[src/rtl/cache_ctrl_line.sv]
//------------------------------------------------------------------------------
// Module      : cache_ctrl_line
// Description : Direct-mapped cache line controller with multi-word line fill.
//               Optional write-back/write-allocate mode via CACHE_CTRL_WB_EN.
// Revision    : 1.0 - initial release
//------------------------------------------------------------------------------
`default_nettype none

module cache_ctrl_line #(
    parameter int WAIT_STATES = 4,
    parameter int LINE_WORDS  = 4,
    parameter int CTR_W       = 8
) (
    input  logic clk,
    input  logic reset_n,
    input  logic Strobe,
    input  logic DRW,
    input  logic M,
    input  logic V,
    input  logic D,
    output logic DReady,
    output logic W,
    output logic WSel,
    output logic RSel,
    output logic MStrobe,
    output logic MRW,
    output logic MAddrSel,
    output logic [((LINE_WORDS > 1) ? $clog2(LINE_WORDS) : 1)-1:0] WordSel,
    output logic SetDirty
);

    localparam int                 c_IDX_W    = (LINE_WORDS > 1) ? $clog2(LINE_WORDS) : 1;
    localparam logic [c_IDX_W-1:0] c_LAST_IDX = c_IDX_W'(LINE_WORDS - 1);
    localparam logic [CTR_W-1:0]   c_WAIT     = CTR_W'(WAIT_STATES);

    typedef enum logic [3:0] {
        S_IDLE      = 4'd0,
        S_READ      = 4'd1,
        S_WRITE     = 4'd2,
        S_FILL_REQ  = 4'd3,
        S_FILL_WAIT = 4'd4,
        S_FILL_DATA = 4'd5,
        S_RD_DONE   = 4'd6,
`ifdef CACHE_CTRL_WB_EN
        S_EVICT_REQ  = 4'd10,
        S_EVICT_WAIT = 4'd11,
        S_WR_ALLOC   = 4'd12
`else
        S_WMEM_REQ  = 4'd7,
        S_WMEM_WAIT = 4'd8,
        S_WR_DONE   = 4'd9
`endif
    } state_t;

    state_t             r_state, w_state_nxt;
    logic [c_IDX_W-1:0] r_index, w_index_nxt;
    logic [CTR_W-1:0]   r_cnt,   w_cnt_nxt;
    logic               w_hit;

    assign w_hit   = M & V;
    assign WordSel = r_index;
    // Read data always comes from the cache: a miss completes only after the fill.
    assign RSel    = 1'b0;

`ifdef CACHE_CTRL_WB_EN
    logic r_is_write, w_is_write_nxt;

    always_ff @(posedge clk or negedge reset_n) begin
        if (!reset_n) r_is_write <= 1'b0;
        else          r_is_write <= w_is_write_nxt;
    end
`else
    logic w_unused_d;
    assign w_unused_d = D;
`endif

    always_ff @(posedge clk or negedge reset_n) begin
        if (!reset_n) begin
            r_state <= S_IDLE;
            r_index <= '0;
            r_cnt   <= '0;
        end else begin
            r_state <= w_state_nxt;
            r_index <= w_index_nxt;
            r_cnt   <= w_cnt_nxt;
        end
    end

    always_comb begin
        w_state_nxt = r_state;
        w_index_nxt = r_index;
        w_cnt_nxt   = r_cnt;
        DReady      = 1'b0;
        W           = 1'b0;
        WSel        = 1'b0;
        MStrobe     = 1'b0;
        MRW         = 1'b0;
        MAddrSel    = 1'b0;
        SetDirty    = 1'b0;
`ifdef CACHE_CTRL_WB_EN
        w_is_write_nxt = r_is_write;
`endif
        case (r_state)
            S_IDLE: begin
                if (Strobe) begin
`ifdef CACHE_CTRL_WB_EN
                    w_is_write_nxt = DRW;
`endif
                    w_state_nxt = DRW ? S_WRITE : S_READ;
                end
            end
            S_READ: begin
                if (w_hit) begin
                    DReady      = 1'b1;
                    w_state_nxt = S_IDLE;
                end else begin
                    w_index_nxt = '0;
`ifdef CACHE_CTRL_WB_EN
                    w_state_nxt = (V & D) ? S_EVICT_REQ : S_FILL_REQ;
`else
                    w_state_nxt = S_FILL_REQ;
`endif
                end
            end
            S_WRITE: begin
`ifdef CACHE_CTRL_WB_EN
                if (w_hit) begin
                    W           = 1'b1;
                    SetDirty    = 1'b1;
                    DReady      = 1'b1;
                    w_state_nxt = S_IDLE;
                end else begin
                    w_index_nxt = '0;
                    w_state_nxt = (V & D) ? S_EVICT_REQ : S_FILL_REQ;
                end
`else
                W           = w_hit;
                w_state_nxt = S_WMEM_REQ;
`endif
            end
            S_FILL_REQ: begin
                MStrobe     = 1'b1;
                w_cnt_nxt   = c_WAIT;
                w_state_nxt = S_FILL_WAIT;
            end
            S_FILL_WAIT: begin
                if (r_cnt != '0) w_cnt_nxt = r_cnt - CTR_W'(1);
                if (r_cnt <= CTR_W'(1)) w_state_nxt = S_FILL_DATA;
            end
            S_FILL_DATA: begin
                W    = 1'b1;
                WSel = 1'b1;
                if (r_index == c_LAST_IDX) begin
                    w_index_nxt = '0;
`ifdef CACHE_CTRL_WB_EN
                    w_state_nxt = r_is_write ? S_WR_ALLOC : S_RD_DONE;
`else
                    w_state_nxt = S_RD_DONE;
`endif
                end else begin
                    w_index_nxt = r_index + c_IDX_W'(1);
                    w_state_nxt = S_FILL_REQ;
                end
            end
            S_RD_DONE: begin
                DReady      = 1'b1;
                w_state_nxt = S_IDLE;
            end
`ifdef CACHE_CTRL_WB_EN
            S_EVICT_REQ: begin
                MStrobe     = 1'b1;
                MRW         = 1'b1;
                MAddrSel    = 1'b1;
                w_cnt_nxt   = c_WAIT;
                w_state_nxt = S_EVICT_WAIT;
            end
            // Counts down to zero inclusive: the extra beat keeps evict words on
            // the same REQ-to-REQ cadence as fill words.
            S_EVICT_WAIT: begin
                MRW      = 1'b1;
                MAddrSel = 1'b1;
                if (r_cnt != '0) begin
                    w_cnt_nxt = r_cnt - CTR_W'(1);
                end else if (r_index == c_LAST_IDX) begin
                    w_index_nxt = '0;
                    w_state_nxt = S_FILL_REQ;
                end else begin
                    w_index_nxt = r_index + c_IDX_W'(1);
                    w_state_nxt = S_EVICT_REQ;
                end
            end
            S_WR_ALLOC: begin
                W           = 1'b1;
                SetDirty    = 1'b1;
                DReady      = 1'b1;
                w_state_nxt = S_IDLE;
            end
`else
            S_WMEM_REQ: begin
                MStrobe     = 1'b1;
                MRW         = 1'b1;
                w_cnt_nxt   = c_WAIT;
                w_state_nxt = S_WMEM_WAIT;
            end
            S_WMEM_WAIT: begin
                MRW = 1'b1;
                if (r_cnt != '0) w_cnt_nxt = r_cnt - CTR_W'(1);
                if (r_cnt <= CTR_W'(1)) w_state_nxt = S_WR_DONE;
            end
            S_WR_DONE: begin
                DReady      = 1'b1;
                w_state_nxt = S_IDLE;
            end
`endif
            default: w_state_nxt = S_IDLE;
        endcase
    end

endmodule

`default_nettype wire
[config.mk]
export PLATFORM = sky130hd
export DESIGN_NAME = cache_ctrl_line
export DESIGN_NICKNAME = d
export VERILOG_FILES = /design/src/rtl/cache_ctrl_line.sv
export SDC_FILE = /design/constraint.sdc
export NUM_CORES = 1
export LEC_CHECK = 0
export CORE_MARGIN = 5
export CORE_UTILIZATION = 54
export CTS_BUF_LIST = sky130_fd_sc_hd__clkbuf_8 sky130_fd_sc_hd__clkbuf_16
export CTS_CLUSTER_SIZE = 10
export DETAILED_ROUTE_END_ITERATION = 12
export GPL_TIMING_DRIVEN = 1
export PLACE_DENSITY = 0.89
export SYNTH_ARGS = -nofsm -noshare
export SYNTH_HDL_FRONTEND = slang
export SYNTH_SLANG_ARGS = --single-unit
[constraint.sdc]
create_clock -name clk -period 5.6 [get_ports clk]
set_input_delay 1.12 -clock clk [delete_from_list [all_inputs] [get_ports clk]]
set_output_delay 1.12 -clock clk [all_outputs]
set_load 0.005 [all_outputs]
* Word level (Yosys, flattened, before mapping)
Cells that the tools add are included.
Operators by class: div/mod/pow operators 0, equality and inequality tests 15, shift operators 0, mux-type cells 18, bitwise logic cells 1, order comparisons 1, reduce and logical (&&, ||, !) cells 11, multiply operators 0, add/subtract/negate cells 2
Operators with widths (number):
- $pmux 4 s8 | 1
- $eq 4x3->1 const B | 4
- $pmux 8 s2 | 1
- $mux 4 | 3
- $eq 4x2->1 const B | 2
- $eq 4x4->1 const B | 2
- $le 8x1->1 const B | 1
- $mux 2 | 4
- $mux 8 | 1
- $ne 2x2->1 const B | 4
- $reduce_bool 8->1 | 1
- $reduce_or 2->1 | 4
- $sub 8x1->8 const B | 1
- $eq 4x1->1 const B | 1
- $logic_not 4->1 | 1
- $mux 1 | 4
- $pmux 1 s2 | 2
- $pmux 2 s2 | 1
- $reduce_and 2->1 | 2
- $reduce_bool 2->1 | 2
- $mux 3 | 1
- $reduce_and 3->1 | 1
- $add 2x1->2 const B | 1
- $eq 2x2->1 const B | 1
- other kinds (2) | 2
Word-level totals: memories kept 0, input bits 7, ROM bits 0, output and inout bits 10, word-level logic and storage cells 51, flip-flop bits (word level) 14, RAM bits 0, bits in latches 0

* Longest topological paths before layout
Gate-level depths: netlist of the first run.
word-level depth 4, mapped depth 5, depth with buffers taken out 5

* Least setup slack after synthesis of the first run
OpenSTA, ideal clock, no wires.
path type input port to output port, start input M, end output W, setup slack 3015 ps, path buffers 0, data arrival time 1465 ps, cell stages on the path 3, required time 4480 ps, path through and3b_1 > nand2b_1 > a21oi_1
Between the ends: word-level cells in the longest chain between the ends 2
RTL lines:
- start, declared | RTL line 18 | input logic M,
- $and 1x1->1 | RTL line 60 | assign w_hit = M & V;
- $pmux 1 s2 | RTL line 103 | case (r_state)
- end, declared | RTL line 22 | output logic W,
No other way between the ends.

* Worst setup path after layout of the first run
start input V, end output DReady
Between the ends: word-level cells in the longest chain between the ends 3
RTL lines:
- start, declared | RTL line 19 | input logic V,
- $and 1x1->1 | RTL line 60
- $mux 1 | RTL line 113 | if (w_hit) begin
- $pmux 1 s2 | RTL line 103
- end, declared | RTL line 21 | output logic DReady,
No other way between the ends.

==> flow_summary_export.csv, run 1 <==
group,metric,value,unit
clocking,cts-hold-fix-buffers,0,
synth,synth_top_cell_area_share,38.5,%
clocking,clockRootBuffer,"sky130_fd_sc_hd__clkbuf_8",
global_route,first_global_vias,752,
worst_setup_path,worst_path_cell_chain,"clkdlybuf4s50_1 -> a21oi_1 -> o32ai_1 -> clkdlybuf4s50_1",
floorplan,core-area,1560,um^2
global_route,overall_global_routing_resource_usage,16.6,%
sta,final_min_period_over_clock_period,64.6,%
placement,placed_area,1020,um^2
clocking,cts-buffers-inserted,3,
global_route,grt_first_pass_wirelength,3.33,mm
layout,utilization,68.9,%
detailed_routing,drtIter0Drc,34,
synth,number_of_instances_in_the_synthesized_netlist,104,
detailed_routing,postRouteWirelength,2.09,mm
worst_setup_path,critical_path.max_fanout,2,
pwr,static-leakage-power,0.473,nW
pwr,p_sw,270,uW
layout,finish.net_count,126,
synth,synthXorXnorAreaFrac,0.963,%
worst_setup_path,critPathTopFamily,"buffers and inverters",
clocking,cts_htree_levels,1,
synth,synth_top_area_cell,"sky130_fd_sc_hd__dfrtp_1",
worst_hold_path,hold_start,"WordSel[1]",
clocking,post_cts.resized_instances,0,
sta,max_slew.worst_pin.slew,0.720,ns
pwr,power_density,575,nW/um^2
synth,synthAdderAreaFrac,4.13,%
worst_setup_path,critPathMostFrequentCell,"sky130_fd_sc_hd__clkdlybuf4s50_1",
layout,layout.cells.most_common_list,"sky130_fd_sc_hd__dfrtp_1, sky130_fd_sc_hd__clkdlybuf4s50_1, sky130_fd_sc_hd__a21oi_1, sky130_fd_sc_hd__nand2_1, sky130_fd_sc_hd__nor2_1",
synth,synth_area_leaders,"sky130_fd_sc_hd__dfrtp_1, sky130_fd_sc_hd__a21oi_1, sky130_fd_sc_hd__mux2i_1, sky130_fd_sc_hd__ha_1, sky130_fd_sc_hd__nand2b_1",
layout,final_design_area_no_fill,1070,um^2
sta,grt_setup_unrepaired,"false",
pwr,share_comb_of_total_power,48.9,%
synth,synth_enable_flop_cells,0,
synth,syn-cell-area,910,um^2
synth,synth-compound-area-share,20.1,%
floorplan,die_outline_area,2610,um^2
synth,ys_seq_area_share,38.5,%
sta,final.setup_skew,0.000550,ns
floorplan,die_width,51.0,um
layout,fillers,112,
sta,final_hold_viol_count,0,
clocking,clock_latency,0.25,ns
worst_setup_path,timing.critical_path.from_type,"primary input",
sta,fmax,0.276,GHz
worst_setup_path,worst_setup_path_startpoint,"V",
detailed_routing,antenna_left,0,
worst_setup_path,cp-end-kind,"output port",
job,max_cap_violations,0,
synth,register_bit_total_from_synthesis,14,
clocking,cts_tree,"done",
floorplan,rows,14,
sta,setup-tns-final,0,ns
worst_setup_path,critical_path_class,"in2out",
sta,timing.max_slew.rel_slack,51.5,%
worst_setup_path,r2r-start,"r_state[2]",
synth,synthDistinctLibCells,33,
placement,dp_hpwl,1.47,mm
clocking,clk_path_buf_depth,2,
clocking,post_cts_repair_timing_setup_buffer_count,0,
sta,final.min_clock_period,3.62,ns
synth,asyncSetResetFlopFracSynth,100,%
detailed_routing,via_per_inst,6.31,
worst_setup_path,critical_path.max_stage_delay,0.57,ns
sta,timing.hold.ws,0.531,ns
synth,syn_area_per_cell,8.75,um^2
placement,io_buffers,12,
floorplan,pin_count,17,
synth,synthSimpleGateAreaFrac,24.9,%
pwr,share_seq_of_total_power,34.7,%
detailed_routing,avgRoutedWirePerCell,16.0,um
detailed_routing,route.vias.total,827,
global_route,grt_max_degree,17,
pwr,power.clock.fraction,16.4,%
pwr,power.share.switching,43.6,%
layout,diodes,0,
global_route,number_of_antenna_violations_at_the_first_check_in_global_routing,0,
synth,synth.yosys.warnings,0,
worst_hold_path,worst_hold_path_type,"reg2reg",
placement,gp_routability_congestion,0.882,
global_route,global_route.overflow_total,0,
detailed_routing,first_pass_iters,4,
worst_setup_path,required,4.48,ns
worst_setup_path,critical_path_buf_inv_count,2,
worst_setup_path,arrival,2.50,ns
clocking,tritoncts_num_sinks,14,
floorplan,start_util,58.3,%
pwr,internal-power,348,uW
layout,post_route_cells_drive_above_1_share,5.22,%
synth,synthFlopType,"sky130_fd_sc_hd__dfrtp_1",
clocking,path_clk_slew,0.06,ns
worst_setup_path,slowest_stage,"sky130_fd_sc_hd__clkdlybuf4s50_1",
sta,final-max-slew-violation-count,0,
pwr,ir_drop,0.356,mV
layout,synthToLayoutAreaGrowth,18.2,%
synth,synth.area.mux_share,4.40,%
run_status,run_status,"finished clean",
synth,synth_top_family_by_area,"simple AND/OR/NAND/NOR gates",
floorplan,die_height,51.0,um
layout,layout.cells.most_common,"sky130_fd_sc_hd__dfrtp_1",
sta,finalSetupViolCount,0,
detailed_routing,drc,0,
-- stage by stage --
stage          std cells  setup slack (ns)  total power, mW
2_1_floorplan        106              3.01            0.417
3_3_place_gp         127              2.02            0.485
3_5_place_dp         127              2.01            0.507
4_1_cts              131              1.99            0.612
5_1_grt              131              1.89            0.661
6_report             131              1.98            0.618
-- flip-flops by register name, indices dropped and copies added (netlist names) --
register and flops:
r_cnt 8, r_state 4, WordSel 2
-- area by class of cell --
| class | instances | area (um^2) | area share (%) |
|---|---|---|---|
| tap | 16 | 20.0 | 1.86 |
| timing repair buffer | 12 | 120 | 11.2 |
| multi-input combinational | 79 | 507 | 47.1 |
| inverter | 6 | 22.5 | 2.10 |
| sequential | 14 | 350 | 32.6 |
| clock buffer | 4 | 55.1 | 5.12 |
-- metal layers --
layer	track usage (%)	part of all wire [%]
met2	26.6	48
met3	5.52	8.2
met1	20.7	43
met5	0	0
met4	6.28	1.1
-- Yosys cell counts, types with 2 or more instances --
library cell / n
sky130_fd_sc_hd__o211ai_1: 2
sky130_fd_sc_hd__a21oi_1: 10
sky130_fd_sc_hd__mux2i_1: 4
sky130_fd_sc_hd__inv_1: 6
sky130_fd_sc_hd__or3_1: 3
sky130_fd_sc_hd__o22ai_1: 2
sky130_fd_sc_hd__buf_4: 3
sky130_fd_sc_hd__dfrtp_1: 14
sky130_fd_sc_hd__nand3_1: 4
sky130_fd_sc_hd__nor2_1: 7
sky130_fd_sc_hd__a22o_1: 2
sky130_fd_sc_hd__o21ai_0: 4
sky130_fd_sc_hd__nand2b_1: 6
sky130_fd_sc_hd__nand3b_1: 2
sky130_fd_sc_hd__or4_1: 3
sky130_fd_sc_hd__ha_1: 3
sky130_fd_sc_hd__a21o_1: 2
sky130_fd_sc_hd__nor3_1: 3
sky130_fd_sc_hd__clkbuf_1: 4
sky130_fd_sc_hd__nand2_1: 7
-- power groups by stage --
stage / logic, mW / registers [mW] / clock network (mW)
CTS: 0.300 / 0.211 / 0.101
finish: 0.302 / 0.214 / 0.101
global route: 0.334 / 0.221 / 0.106
floorplan: 0.239 / 0.178 / 0
detailed placement: 0.294 / 0.213 / 0
global placement: 0.276 / 0.208 / 0
-- cell families (layout without fill, tap and decap cells) --
| family | after synthesis | count (layout) |
|---|---|---|
| other | 1 | 3 |
| AO/OA/AOI/OAI | 28 | 28 |
| flip-flops | 14 | 14 |
| buffers and inverters | 13 | 22 |
| multiplexers | 4 | 4 |
| AND/OR/NAND/NOR | 40 | 40 |
| adder cells (fa/ha/maj) | 3 | 3 |
| XOR/XNOR | 1 | 1 |
-- path summary, 6_finish.rpt --
kind / cells past startpoint / slack (ns) / to
setup / recovery: 4 / 1.98 / DReady
hold / removal: 1 / 0.53 / WordSel[1]
setup reg to reg: 4 / 3.58 / r_cnt[6]
hold reg to reg: 1 / 0.53 / WordSel[1]
max in group asynchronous: 1 / 3.92 / r_state[0]
min in group asynchronous: 1 / 1.27 / r_cnt[3]
Note: power is estimated with default switching activity, not from simulation.
==> inputs of run 2 (changes only) <==
CORE_UTILIZATION = 50   (was 54)
PLACE_DENSITY = 0.84   (was 0.89)
clock period = 3.6 ns   (was 5.6 ns; I/O delays follow)
==> run 2 against run 1 <==
Compared with the run above:
- critical path depth is 1 higher
- combinational power is 49% higher
- register-to-register slack worse by 2.0 ns
- hold slack worse by 0.012 ns
- largest power group unchanged
==> flow_summary_export.csv, run 2 (synthesis gave the netlist of run 1 again) <==
group,metric,value,unit
pwr,static-leakage-power,0.473,nW
worst_setup_path,arrival,2.08,ns
clocking,clock_latency,0.25,ns
worst_setup_path,critical_path.max_fanout,2,
layout,largest_register,"r_cnt",
layout,diodes,0,
worst_setup_path,required,2.88,ns
placement,post-place-ws,0.804,ns
sta,post_layout_worst_setup_margin,0.802,ns
global_route,grt_first_pass_wirelength,3.24,mm
clocking,post_cts_repair_timing_setup_buffer_count,0,
clocking,path_clk_slew,0.05,ns
global_route,grt_max_degree,17,
detailed_routing,route.vias.total,798,
worst_setup_path,slowest_stage,"sky130_fd_sc_hd__clkdlybuf4s50_1",
sta,finalSetupViolCount,0,
global_route,global_route.overflow_total,0,
sta,fmax,0.357,GHz
placement,dp_hpwl,1.37,mm
layout,finish.net_count,126,
clocking,cts-hold-fix-buffers,0,
floorplan,pin_count,17,
clocking,tritoncts_num_sinks,14,
worst_setup_path,worst_path_cell_chain,"clkdlybuf4s50_1 -> and3b_1 -> nand2b_1 -> a21oi_1 -> clkdlybuf4s50_1",
sta,final.min_clock_period,2.80,ns
worst_hold_path,hold_end,"r_cnt[0]",
floorplan,rows,15,
detailed_routing,drtIter0Drc,13,
worst_setup_path,crit-reg2reg-capture,"r_cnt[6]",
clocking,cts_htree_levels,1,
clocking,cts-buffers-inserted,3,
worst_hold_path,worst_hold_path_type,"reg2reg",
placement,gp_routability_congestion,0.811,
sta,final.setup_skew,0.00357,ns
worst_hold_path,hold_start,"r_cnt[0]",
layout,largest_reg_flops,8,
sta,grt_setup_unrepaired,"false",
layout,post_route_cells_drive_above_1_share,5.22,%
detailed_routing,antenna_left,0,
sta,final-max-slew-violation-count,0,
worst_setup_path,critical_path_class,"in2out",
sta,setup-tns-final,0,ns
worst_hold_path,worst_hold_path.num_cells,1,
global_route,overall_global_routing_resource_usage,16.0,%
floorplan,die_height,52.7,um
sta,timing.max_slew.rel_slack,48.7,%
floorplan,die_width,52.7,um
detailed_routing,postRouteWirelength,1.87,mm
pwr,power_density,860,nW/um^2
worst_setup_path,r2r-start,"r_state[2]",
worst_setup_path,critPathMostFrequentCell,"sky130_fd_sc_hd__clkdlybuf4s50_1",
worst_setup_path,timing.critical_path.from_type,"primary input",
layout,synthToLayoutAreaGrowth,19.4,%
run_status,run_status,"finished clean",
worst_setup_path,cp-end-kind,"output port",
worst_setup_path,worst_setup_path_startpoint,"V",
pwr,ir_drop,0.487,mV
worst_setup_path,ff2ff_path_depth,4,
clocking,clk_path_buf_depth,2,
detailed_routing,via_per_inst,5.70,
global_route,first_global_vias,711,
clocking,post_cts.resized_instances,0,
layout,layout.cells.most_common,"sky130_fd_sc_hd__dfrtp_1",
worst_setup_path,ff2ff_setup_slack,1.59,ns
placement,io_buffers,12,
detailed_routing,avgRoutedWirePerCell,13.4,um
clocking,cts_tree,"done",
sta,final_min_period_over_clock_period,77.7,%
sta,final_hold_viol_count,0,
job,max_cap_violations,0,
worst_setup_path,critical_path.max_stage_delay,0.52,ns
clocking,clockRootBuffer,"sky130_fd_sc_hd__clkbuf_8",
layout,layout.cells.most_common_list,"sky130_fd_sc_hd__dfrtp_1, sky130_fd_sc_hd__clkdlybuf4s50_1, sky130_fd_sc_hd__a21oi_1, sky130_fd_sc_hd__nand2_1, sky130_fd_sc_hd__nor2_1",
global_route,number_of_antenna_violations_at_the_first_check_in_global_routing,0,
sta,max_slew.worst_pin.slew,0.763,ns
floorplan,start_util,52.7,%
sta,timing.hold.ws,0.519,ns
floorplan,core-area,1730,um^2
detailed_routing,drc,0,
detailed_routing,first_pass_iters,4,
floorplan,die_outline_area,2770,um^2
[run 2: critical path, delay by kind of cell]
kind | cells | cell delay, ns
AND/OR/NAND/NOR | 2 | 0.24
AO/OA/AOI/OAI | 1 | 0.12
buffers and inverters | 2 | 1.00
[run 2: power by group]
part | internal, mW | total (mW) | switching [mW]
clock | 0.0969 | 0.152 | 0.0548
combinational | 0.222 | 0.451 | 0.228
sequential | 0.222 | 0.332 | 0.110
[run 2: worst max path at each step]
stage                     endpoint  slack, ns  depth (start not counted)
after CTS                        W       0.80                          5
after floorplan                MRW       1.73                          3
after global placement      DReady       0.81                          4
after global routing             W       0.74                          5
after detailed placement         W       0.80                          5
final                            W       0.80                          5
[run 2: area by class of cell]
class                      instances  area, um^2
sequential                        14         350
fill                             156         641
timing repair buffer              12         120
multi-input combinational         79         507
clock buffer                       4        55.1
inverter                           6        22.5
tap                               25        31.3
[run 2: routing by layer]
layer  track usage (%)  up-vias  share of wire, %
li1                  -      393                 -
met1              20.6      377                46
met2              24.4       22                46
met3              5.98        6               6.0
met4              5.11        0               1.5
met5                 0        -                 0
[run 2: through the flow]
step                area [um^2]  power, mW  cells  utilization (%)
floorplan                   917      0.649    106                -
global placement           1030      0.758    136             59.7
detailed placement         1030      0.781    136             59.7
CTS                        1090      0.936    140             62.9
global route               1090       1.02    140             62.9
finish                     1090      0.934    140             62.9
==> inputs of run 3 (changes only) <==
clock period = 2.6 ns   (was 3.6 ns; I/O delays follow)
==> run 3 against run 2 <==
Compared with the run above:
- largest power group unchanged
- setup slack lost 0.69 ns
- design area up 0.69%
- hold slack better by 0.010 ns
- highest routed layer unchanged
- sequential cell count stayed put
- critical endpoint is now MRW
- clock skew up 0.0015 ns
- critical path depth is 2 lower
- combinational power is 49% higher
- total power rose by 44%
- count of clock-buffer cells in the layout did not move
- die area stayed put
- largest cell class unchanged
==> flow_summary_export.csv, run 3 (synthesis gave the netlist of run 1 again) <==
group,metric,value,unit
clocking,tritoncts_num_sinks,14,
pwr,static-leakage-power,0.478,nW
worst_setup_path,ff2ff_setup_slack,0.52,ns
clocking,post_cts.resized_instances,0,
worst_setup_path,arrival,1.97,ns
sta,final_hold_viol_count,0,
clocking,post_cts_repair_timing_setup_buffer_count,0,
sta,final.setup_skew,0.00505,ns
layout,largest_register,"r_cnt",
global_route,grt_first_pass_wirelength,3.51,mm
floorplan,core-area,1730,um^2
sta,max_slew.worst_pin.slew,0.627,ns
placement,io_buffers,12,
clocking,path_clk_slew,0.06,ns
sta,timing.max_slew.rel_slack,58.1,%
clocking,cts_tree,"done",
detailed_routing,route.vias.total,811,
sta,grt_setup_unrepaired,"false",
clocking,cts-buffers-inserted,3,
pwr,report.power.total,1.35,mW
placement,placed_cells_incl_taps,137,
clocking,cts_htree_levels,1,
placement,placed_area,1040,um^2
clocking,clk_path_buf_depth,2,
layout,finish.net_count,127,
worst_setup_path,critical_path.max_stage_delay,0.53,ns
sta,setup-tns-final,0,ns
layout,layout.cells.most_common_list,"sky130_fd_sc_hd__dfrtp_1, sky130_fd_sc_hd__clkdlybuf4s50_1, sky130_fd_sc_hd__a21oi_1, sky130_fd_sc_hd__nand2_1, sky130_fd_sc_hd__nor2_1",
global_route,global_route.overflow_total,0,
clocking,clock_latency,0.25,ns
worst_setup_path,critical_path.max_fanout,16,
placement,gp_routability_congestion,0.808,
run_status,run_status,"finished clean",
worst_setup_path,timing.critical_path.from_type,"flop",
worst_setup_path,required,2.08,ns
pwr,power_density,1230,nW/um^2
floorplan,pin_count,17,
worst_setup_path,worst_setup_path_startpoint,"r_state[1]",
detailed_routing,avgRoutedWirePerCell,14.4,um
worst_setup_path,crit-reg2reg-capture,"r_cnt[6]",
detailed_routing,first_pass_iters,4,
sta,final_min_period_over_clock_period,95.6,%
layout,layout.cells.most_common,"sky130_fd_sc_hd__dfrtp_1",
floorplan,die_width,52.7,um
worst_setup_path,ff2ff_path_depth,4,
global_route,first_global_vias,813,
layout,fillers,154,
worst_setup_path,critical_path_class,"reg2out",
detailed_routing,antenna_left,0,
layout,diodes,0,
layout,multi_input_logic_area,507,um^2
worst_setup_path,slowest_stage,"sky130_fd_sc_hd__dfrtp_1",
clocking,clockRootBuffer,"sky130_fd_sc_hd__clkbuf_8",
layout,layoutNonFillerInstCount,141,
worst_setup_path,r2r-start,"r_state[2]",
layout,largest_reg_flops,8,
placement,dp_hpwl,1.46,mm
sta,finalSetupViolCount,0,
floorplan,die_height,52.7,um
worst_setup_path,worst_path_cell_chain,"or3_1 -> o22ai_1 -> clkdlybuf4s50_1",
clocking,cts-hold-fix-buffers,0,
global_route,overall_global_routing_resource_usage,17.2,%
layout,post_route_cells_drive_above_1_share,6.03,%
job,max_cap_violations,0,
global_route,grt_max_degree,17,
floorplan,start_util,52.7,%
detailed_routing,drc,0,
worst_hold_path,worst_hold_path_type,"reg2reg",
global_route,number_of_antenna_violations_at_the_first_check_in_global_routing,0,
layout,final-seq-area,350,um^2
layout,synthToLayoutAreaGrowth,20.2,%
pwr,ir_drop,0.829,mV
detailed_routing,drtIter0Drc,8,
sta,final.min_clock_period,2.49,ns
worst_setup_path,critical_path.endpoint,"MRW",
floorplan,rows,15,
detailed_routing,via_per_inst,5.75,
floorplan,die_outline_area,2770,um^2
sta,fmax,0.402,GHz
detailed_routing,postRouteWirelength,2.03,mm
worst_setup_path,cp-end-kind,"output port",
sta,final-max-slew-violation-count,0,
layout,final_design_area_no_fill,1090,um^2
==> run 3: cell count changes in the layout (fill, tap and decap cells not counted) <==
| cell | before | now |
|---|---|---|
| sky130_fd_sc_hd__buf_4 | 0 | 1 |
==> run 3: power by group <==
part | switching (mW) | internal (mW) | leakage [nW]
Sequential | 0.160 | 0.307 | 0.183
Clock | 0.0760 | 0.134 | 0.0288
Combinational | 0.335 | 0.335 | 0.266
Total | 0.571 | 0.776 | 0.478
==> run 3: area by class of cell <==
cell class | count | share of cell area (%)
clock buffer | 4 | 5.03
inverter | 6 | 2.06
multi-input combinational | 79 | 46.3
sequential | 14 | 32.0
tap | 25 | 2.86
timing repair buffer | 13 | 11.7
==> run 3: critical path, delay by kind of cell, from the launching register on <==
kind                   cells  cell delay, ns
flip-flops                 1            0.53
buffers and inverters      1            0.53
AND/OR/NAND/NOR            1            0.46
AO/OA/AOI/OAI              1            0.19
==> run 3: worst min-delay path by stage <==
stage / from / end / cells after the start
detailed placement: WordSel[1] / WordSel[1] / 1
finish: r_cnt[0] / r_cnt[0] / 1
CTS: WordSel[1] / WordSel[1] / 1
global route: r_cnt[0] / r_cnt[0] / 1
global placement: WordSel[1] / WordSel[1] / 1
floorplan: reset_n / WordSel[0] / 0
==> run 3: routing by layer <==
metal	GRT usage, %	up-vias	routed length (um)
met5	0	-	0
li1	-	397	-
met4	3.83	0	18
met1	19.3	388	847
met3	5.98	2	124
met2	31.0	24	1040
==> run 3: stage by stage <==
| step | util (%) | hold slack (ns) | worst slack, ns |
|---|---|---|---|
| 2_1_floorplan | - | 0.224 | 0.851 |
| 3_3_place_gp | 60.1 | 0.517 | 0.215 |
| 3_5_place_dp | 60.1 | 0.515 | 0.211 |
| 4_1_cts | 63.3 | 0.533 | 0.121 |
| 5_1_grt | 63.3 | 0.554 | 0.0623 |
| 6_report | 63.3 | 0.530 | 0.114 |
